--- src/rtl/cordic_pkg.sv ---
// Shared types and constants for the CORDIC job sequencer.
package cordic_pkg;

  localparam int FLOAT_W = 32;
  localparam logic [FLOAT_W-1:0] FLOAT_QNAN = 32'h7FC00000;

  typedef enum logic [1:0] {
    IDLE  = 2'd0,
    ISSUE = 2'd1,
    WAIT  = 2'd2
  } seq_state_e;

endpackage

--- src/rtl/sync_fifo.sv ---
// Single-clock FIFO, async active-low reset; head entry is read combinationally.
// full_o is registered and stays high for the whole cycle in which count == DEPTH.
module sync_fifo #(
  parameter int DATA_W = 32,
  parameter int DEPTH  = 4
) (
  input  logic                   clk,
  input  logic                   rst,
  input  logic                   push_i,
  input  logic [DATA_W-1:0]      wdata_i,
  input  logic                   pop_i,
  output logic [DATA_W-1:0]      rdata_o,
  output logic                   full_o,
  output logic                   empty_o,
  output logic [$clog2(DEPTH):0] count_o
);

  localparam int AW = $clog2(DEPTH);
  localparam logic [AW:0]   FULL_CNT = (AW+1)'(DEPTH);
  localparam logic [AW:0]   CNT_ONE  = (AW+1)'(1);
  localparam logic [AW-1:0] PTR_ONE  = AW'(1);

  logic [DATA_W-1:0] mem_q [DEPTH];
  logic [AW-1:0]     wr_ptr_q, rd_ptr_q;
  logic [AW:0]       count_q, count_d;
  logic              full_q;
  logic              do_push, do_pop;

  assign do_pop  = pop_i && (count_q != '0);
  // A push into a full FIFO is only legal when the head leaves in the same cycle.
  assign do_push = push_i && (!full_q || do_pop);

  always_comb begin
    count_d = count_q;
    if (do_push && !do_pop) begin
      count_d = count_q + CNT_ONE;
    end else if (do_pop && !do_push) begin
      count_d = count_q - CNT_ONE;
    end
  end

  always_ff @(posedge clk or negedge rst) begin
    if (!rst) begin
      for (int i = 0; i < DEPTH; i++) begin
        mem_q[i] <= '0;
      end
      wr_ptr_q <= '0;
      rd_ptr_q <= '0;
      count_q  <= '0;
      full_q   <= 1'b0;
    end else begin
      if (do_push) begin
        mem_q[wr_ptr_q] <= wdata_i;
        wr_ptr_q        <= wr_ptr_q + PTR_ONE;
      end
      if (do_pop) begin
        rd_ptr_q <= rd_ptr_q + PTR_ONE;
      end
      count_q <= count_d;
      full_q  <= (count_d == FULL_CNT);
    end
  end

  assign rdata_o = mem_q[rd_ptr_q];
  assign full_o  = full_q;
  assign empty_o = (count_q == '0);
  assign count_o = count_q;

endmodule

--- src/rtl/cordic_sequencer.sv ---
// Queues float angles, runs one cordic_top job at a time and buffers {sin,cos} results in order.
// Optional WAIT-state watchdog (quiet-NaN result, sticky err) is built when CORDIC_SEQ_WDT_EN is defined.
module cordic_sequencer
  import cordic_pkg::*;
#(
  parameter int DEPTH   = 4,
  parameter int TIMEOUT = 64
) (
  input  logic               clk,
  input  logic               rst,
  input  logic               in_valid,
  output logic               in_ready,
  input  logic [FLOAT_W-1:0] in_angle,
  output logic               cordic_valid,
  output logic [FLOAT_W-1:0] cordic_angle,
  input  logic               cordic_done,
  input  logic [FLOAT_W-1:0] cordic_sin,
  input  logic [FLOAT_W-1:0] cordic_cos,
  output logic               out_valid,
  input  logic               out_ready,
  output logic [FLOAT_W-1:0] out_sin,
  output logic [FLOAT_W-1:0] out_cos,
  output logic               busy,
  output logic               err
);

  localparam int CW = $clog2(DEPTH) + 1;
  localparam logic [CW:0] DEPTH_C = (CW+1)'(DEPTH);

  seq_state_e state_q, state_d;
  logic [FLOAT_W-1:0] angle_q, angle_d;
  logic done_q, done_rise, wdt_fire;

  logic               ang_push, ang_pop, ang_full, ang_empty;
  logic [FLOAT_W-1:0] ang_rdata;
  logic [CW-1:0]      ang_count;

  logic                 res_push, res_pop, res_full, res_empty;
  logic [2*FLOAT_W-1:0] res_wdata, res_rdata;
  logic [CW-1:0]        res_count;

  logic        inflight, credit_ok;
  logic [CW:0] credit_sum;
  logic        unused_fifo_stat;

  sync_fifo #(.DATA_W(FLOAT_W), .DEPTH(DEPTH)) u_ang_fifo (
    .clk     (clk),
    .rst     (rst),
    .push_i  (ang_push),
    .wdata_i (in_angle),
    .pop_i   (ang_pop),
    .rdata_o (ang_rdata),
    .full_o  (ang_full),
    .empty_o (ang_empty),
    .count_o (ang_count)
  );

  sync_fifo #(.DATA_W(2*FLOAT_W), .DEPTH(DEPTH)) u_res_fifo (
    .clk     (clk),
    .rst     (rst),
    .push_i  (res_push),
    .wdata_i (res_wdata),
    .pop_i   (res_pop),
    .rdata_o (res_rdata),
    .full_o  (res_full),
    .empty_o (res_empty),
    .count_o (res_count)
  );

  assign unused_fifo_stat = ^{ang_count, res_full};

  assign in_ready  = ~ang_full;
  assign ang_push  = in_valid & in_ready;
  assign out_valid = ~res_empty;
  assign res_pop   = out_valid & out_ready;
  assign {out_sin, out_cos} = res_rdata;

  // Reserving a result slot before issuing means a capture can never hit a full FIFO.
  assign inflight   = (state_q != IDLE);
  assign credit_sum = {1'b0, res_count} + {{CW{1'b0}}, inflight};
  assign credit_ok  = (credit_sum < DEPTH_C);

  assign done_rise = cordic_done & ~done_q;

  always_comb begin
    state_d   = state_q;
    angle_d   = angle_q;
    ang_pop   = 1'b0;
    res_push  = 1'b0;
    res_wdata = {cordic_sin, cordic_cos};
    unique case (state_q)
      IDLE: begin
        if (!ang_empty && credit_ok) begin
          state_d = ISSUE;
          angle_d = ang_rdata;
          ang_pop = 1'b1;
        end
      end
      ISSUE: state_d = WAIT;
      WAIT: begin
        if (done_rise) begin
          res_push = 1'b1;
          state_d  = IDLE;
        end else if (wdt_fire) begin
          res_push  = 1'b1;
          res_wdata = {FLOAT_QNAN, FLOAT_QNAN};
          state_d   = IDLE;
        end
      end
      default: state_d = IDLE;
    endcase
  end

  always_ff @(posedge clk or negedge rst) begin
    if (!rst) begin
      state_q <= IDLE;
      angle_q <= '0;
      done_q  <= 1'b0;
    end else begin
      state_q <= state_d;
      angle_q <= angle_d;
      done_q  <= cordic_done;
    end
  end

`ifdef CORDIC_SEQ_WDT_EN
  localparam int WW = $clog2(TIMEOUT + 1);
  localparam logic [WW-1:0] WDT_LAST = WW'(TIMEOUT - 1);
  localparam logic [WW-1:0] WDT_ONE  = WW'(1);

  logic [WW-1:0] wdt_q, wdt_d;
  logic          err_q, err_d;

  // Fires on the edge that would take the count to TIMEOUT, i.e. after TIMEOUT WAIT cycles.
  assign wdt_fire = (state_q == WAIT) && (wdt_q == WDT_LAST);
  assign err_d    = err_q | (wdt_fire & ~done_rise);

  always_comb begin
    wdt_d = wdt_q;
    if (state_q == ISSUE) begin
      wdt_d = '0;
    end else if (state_q == WAIT) begin
      wdt_d = wdt_q + WDT_ONE;
    end
  end

  always_ff @(posedge clk or negedge rst) begin
    if (!rst) begin
      wdt_q <= '0;
      err_q <= 1'b0;
    end else begin
      wdt_q <= wdt_d;
      err_q <= err_d;
    end
  end

  assign err = err_q;
`else
  assign wdt_fire = 1'b0;
  assign err      = 1'b0;
`endif

  assign cordic_valid = (state_q == ISSUE);
  assign cordic_angle = angle_q;
  assign busy         = inflight | ~ang_empty | ~res_empty;

endmodule

--- config.mk ---
export PLATFORM = sky130hd
export DESIGN_NAME = cordic_sequencer
export DESIGN_NICKNAME = d
export VERILOG_FILES = /design/src/rtl/cordic_pkg.sv /design/src/rtl/sync_fifo.sv /design/src/rtl/cordic_sequencer.sv
export SDC_FILE = /design/constraint.sdc
export NUM_CORES = 1
export LEC_CHECK = 0
export ABC_AREA = 1
export BUFFER_PORTS_ARGS = -buffer_cell sky130_fd_sc_hd__buf_2
export CORE_MARGIN = 3
export CORE_UTILIZATION = 53
export CTS_BUF_LIST = sky130_fd_sc_hd__clkbuf_16
export DETAILED_ROUTE_END_ITERATION = 16
export MAX_ROUTING_LAYER = met4
export PLACE_DENSITY = 0.76
export SETUP_SLACK_MARGIN = 0.05
export SYNTH_ARGS = -nofsm -noshare
export SYNTH_HDL_FRONTEND = slang
export SYNTH_SLANG_ARGS = --single-unit
--- constraint.sdc ---
create_clock -name clk -period 1.6 [get_ports clk]
set_clock_uncertainty 0.05 [all_clocks]
set_input_delay 0.32 -clock clk [delete_from_list [all_inputs] [get_ports clk]]
set_output_delay 0.32 -clock clk [all_outputs]
set_load 0.02 [all_outputs]
==> Flow_metrics.wiki <==
{| class="wikitable"
! Metric !! Value
|-
| Outcome || finished with violations
|-
| Violations in the final reports || negative setup slack
|-
| Post-layout utilization of the core || 0.7279
|-
| Count of input and output buffers || 200
|-
| Final worst-path cycle share || 1.469
|-
| Number of max-cap violations || 0
|-
| Number of enable flip-flop cells after synthesis || 0
|-
| Number of pins exceeding their max-slew limit in the final report || 0
|-
| Global-route wire length before repair || 97.90 mm
|-
| Buffers from clock root to sink, at most || 3
|-
| Global Route Usage Sum || 0.3172
|-
| Initial antenna violation count || 2
|-
| IO Count || 202
|-
| Reg-to-Reg End || u_res_fifo.mem_q[117]$_DFFE_PN0P_
|-
| Number of search-and-repair iterations in the first detailed-routing pass || 8
|-
| Die boundary width || 198.9 um
|-
| Sink of the worst hold path || u_ang_fifo.mem_q[40]$_DFFE_PN0P_
|-
| Startpoint of the lowest-slack register-to-register path || u_res_fifo.count_o[0]$_DFF_PN0_
|-
| CP endpoint kind || output port
|-
| Number of buffers added by the clock tree synthesis step || 47
|-
| Cell with the most instances after synthesis || sky130_fd_sc_hd__nand2_1
|-
| Clock transition at the registers of the reported paths || 0.06 ns
|-
| Number of global-route vias before repair || approximately 19000
|-
| Placed wire-length estimate after detailed placement || 33.52 mm
|-
| Sequential fraction of the synthesis area || 0.5520
|-
| Clock network latency to the later pin of the worst-skew pair || 0.59 ns
|-
| Effective utilization at floorplan || 0.5387
|-
| Setup CP Type || reg2out
|-
| Total Die Area || about 40000 um^2
|-
| RSZ-0062 raised after global routing || yes
|-
| Hold/Removal Path Class || in2reg
|-
| Global route total overflow || 0
|-
| Maximum clock frequency || approximately 0.43 GHz
|-
| Area growth syn-to-layout || 35.13%
|-
| Area of the placeable core || 36610 um^2
|-
| Largest cells by area after synthesis || sky130_fd_sc_hd__dfrtp_1, sky130_fd_sc_hd__nand2_1, sky130_fd_sc_hd__o21ai_0
|-
| Row cnt || 70
|-
| Setup slack of the worst register-to-register path || -0.41 ns
|-
| Syn Nets || around 2500
|-
| Number of standard cells after synthesis || around 2400
|-
| Final-stage net count || 2819
|-
| Root Driver || sky130_fd_sc_hd__clkbuf_16
|-
| Most instantiated cells after synthesis || sky130_fd_sc_hd__nand2_1, sky130_fd_sc_hd__o21ai_0, sky130_fd_sc_hd__dfrtp_1
|-
| Source of the worst hold timing path || in_angle[8]
|-
| Cell Area, Synth || 19720 um^2
|-
| Setup TNS || -114.63 ns
|-
| Endpoints failing hold || 0
|-
| Worst vdd ir || 1.233 mV
|-
| Max FO, Critical Path || 25
|-
| Number of nets with antenna violations after routing || 0
|-
| Hold Worst Slack || about 0.021 ns
|-
| CTS tree || built
|-
| Vert. Die Dim || 198.9 um
|-
| Final min period || roughly 2.4 ns
|-
| Synth async-reset ratio || 1.000
|-
| Depth of the worst register-to-register path || 11
|-
| Final worst slack || -0.7509 ns
|-
| Data required time at the worst endpoint || 1.23 ns
|-
| WL/cell || about 20 um
|-
| Via count of the routed design || around 19000
|-
| CTS H-tree depth || 2
|-
| Drt drc || 0
|-
| Distinct cells, synth || 28
|-
| Worst Setup Start Kind || flip-flop
|-
| Clock tree sinks || approximately 440
|-
| Yosys warning count || 0
|-
| Most used DFF post-synth || sky130_fd_sc_hd__dfrtp_1
|-
| Share of post-route cells with drive strength above 1 || 0.2472
|-
| Power density over cell area || roughly 2200 nW/um^2
|-
| Post-Synthesis Mean Instance Area || approximately 8.3 um^2
|-
| Cell type contributing the most total cell area after synthesis || sky130_fd_sc_hd__dfrtp_1
|-
| Vias/cell || 5.922
|-
| Seq cells post-synth || 435
|-
| Post-layout power || approximately 59 mW
|-
| DRT Wirelength || 64.26 mm
|-
| Final count of negative-setup-slack endpoints || 334
|-
| RD Place Congestion || just over 0.8
|-
| Hold-critical path depth || 3
|-
| Count of routing violations after the opening detailed-route iteration || 1786
|-
| Leak Pwr || 13.25 nW
|-
| Area share of the largest cell type after synthesis || 0.5520
|-
| Data arrival, critical path || 1.98 ns
|-
| Maximum number of pins on one net before global-route repair || 82
|}
## metrics by stage
stage	std cells	instance area (um^2)	setup slack, ns
global route	3205	26650	-0.8447
finish	3206	26650	-0.7509
detailed placement	2980	22280	-0.1660
global placement	2980	22280	-0.1476
floorplan	2367	20260	-0.04569
CTS	3168	25610	-0.7343
## cell usage in the layout (no fill, tap or decap), drive strengths merged
cell type	synthesis	layout
buf	65	363
bufinv	0	2
a21oi	3	3
clkinvlp	0	1
dlygate4sd3	0	83
nand2	769	769
o32ai	32	32
nand4	3	3
nor2	244	244
ha	14	14
o21bai	1	1
xor2	8	8
a21boi	1	1
or2	1	1
inv	60	75
nand3b	1	1
o22ai	64	64
clkbuf	109	63
clkinv	1	16
conb	1	1
dfrtp	435	435
nand3	7	7
o21ai	547	547
diode	0	3
or3	1	1
## per-layer routing
layer	GRT usage	vias to the layer above	wire [um]	share of wire
met5	-	-	0	0
met4	0.1205	0	2703	0.042
met3	0.06589	251	6050	0.094
met2	0.5185	1108	31230	0.49
met1	0.3915	9156	24280	0.38
li1	-	8472	-	-
## sequential cells by signal, summed over array words and instances (netlist names)
signal / count
u_res_fifo.full_o: 1
u_ang_fifo.full_o: 1
u_res_fifo.mem_q: 256
u_ang_fifo.mem_q: 128
cordic_angle: 32
u_res_fifo.count_o: 3
state_q: 2
u_ang_fifo.count_o: 3
u_res_fifo.rd_ptr_q: 2
done_q: 1
u_res_fifo.wr_ptr_q: 2
u_ang_fifo.wr_ptr_q: 2
u_ang_fifo.rd_ptr_q: 2
## power by group
group	leakage, nW	switching, mW	internal [mW]
combinational	6.94	17.6	12.1
sequential	5.59	3.05	15.9
clock	0.719	4.41	5.61
total	13.2	25.1	33.7
## area by class of cell
type | count | area [um^2]
sequential | 435 | 10890
fill | 2478 | 9961
multi-input combinational | 1697 | 8650
timing repair buffer | 462 | 4896
clock buffer | 47 | 1176
tap | 468 | 585.6
inverter | 61 | 244.0
clock inverter | 33 | 198.9
antenna | 3 | 7.507
## repair_timing
item | in CTS | in global routing
endpoints found under the setup margin | 366 | 439
setup buffers | 12 | 18
gates resized for setup | 292 | 196
gates cloned | 14 | 20
pin swaps | 16 | 12
hold buffers | 83 | 0
endpoints found under the hold margin | 467 | 0
## logic make-up (layout without fill, tap and decap cells)
group                      after synthesis  after routing  synth area share
DFF                                    435            435            0.5520
AOI/OAI and AO/OA                      648            648            0.1756
buffers and inverters                  235            603           0.05995
and+or+nand+nor                       1026           1026            0.1998
adders and majority gates               14             14          0.008882
xor gates and xnor gates                 8              8          0.003553
other                                    1              4         0.0001901
## worst max-delay path: stages (launching register included)
cell                       delay (ns)
sky130_fd_sc_hd__dfrtp_4         0.52
sky130_fd_sc_hd__clkinv_8        0.13
sky130_fd_sc_hd__buf_16          0.19
sky130_fd_sc_hd__o21ai_0         0.24
sky130_fd_sc_hd__o22ai_2         0.14
sky130_fd_sc_hd__buf_6           0.15
## worst max-delay path by stage
| stage | start | end | slack, ns |
|---|---|---|---|
| final | u_res_fifo.rd_ptr_q[0]$_DFFE_PN0P_ | out_cos[30] | -0.75 |
| after global routing | u_res_fifo.rd_ptr_q[0]$_DFFE_PN0P_ | out_cos[30] | -0.84 |
| after CTS | u_res_fifo.rd_ptr_q[0]$_DFFE_PN0P_ | out_cos[16] | -0.73 |
| after detailed placement | u_res_fifo.count_o[1]$_DFF_PN0_ | u_res_fifo.mem_q[63]$_DFFE_PN0P_ | -0.17 |
| after global placement | u_res_fifo.rd_ptr_q[0]$_DFFE_PN0P_ | out_sin[8] | -0.15 |
| after floorplan | u_res_fifo.count_o[0]$_DFF_PN0_ | u_res_fifo.mem_q[128]$_DFFE_PN0P_ | -0.05 |
No activity file was read; power rests on OpenSTA's default activity.
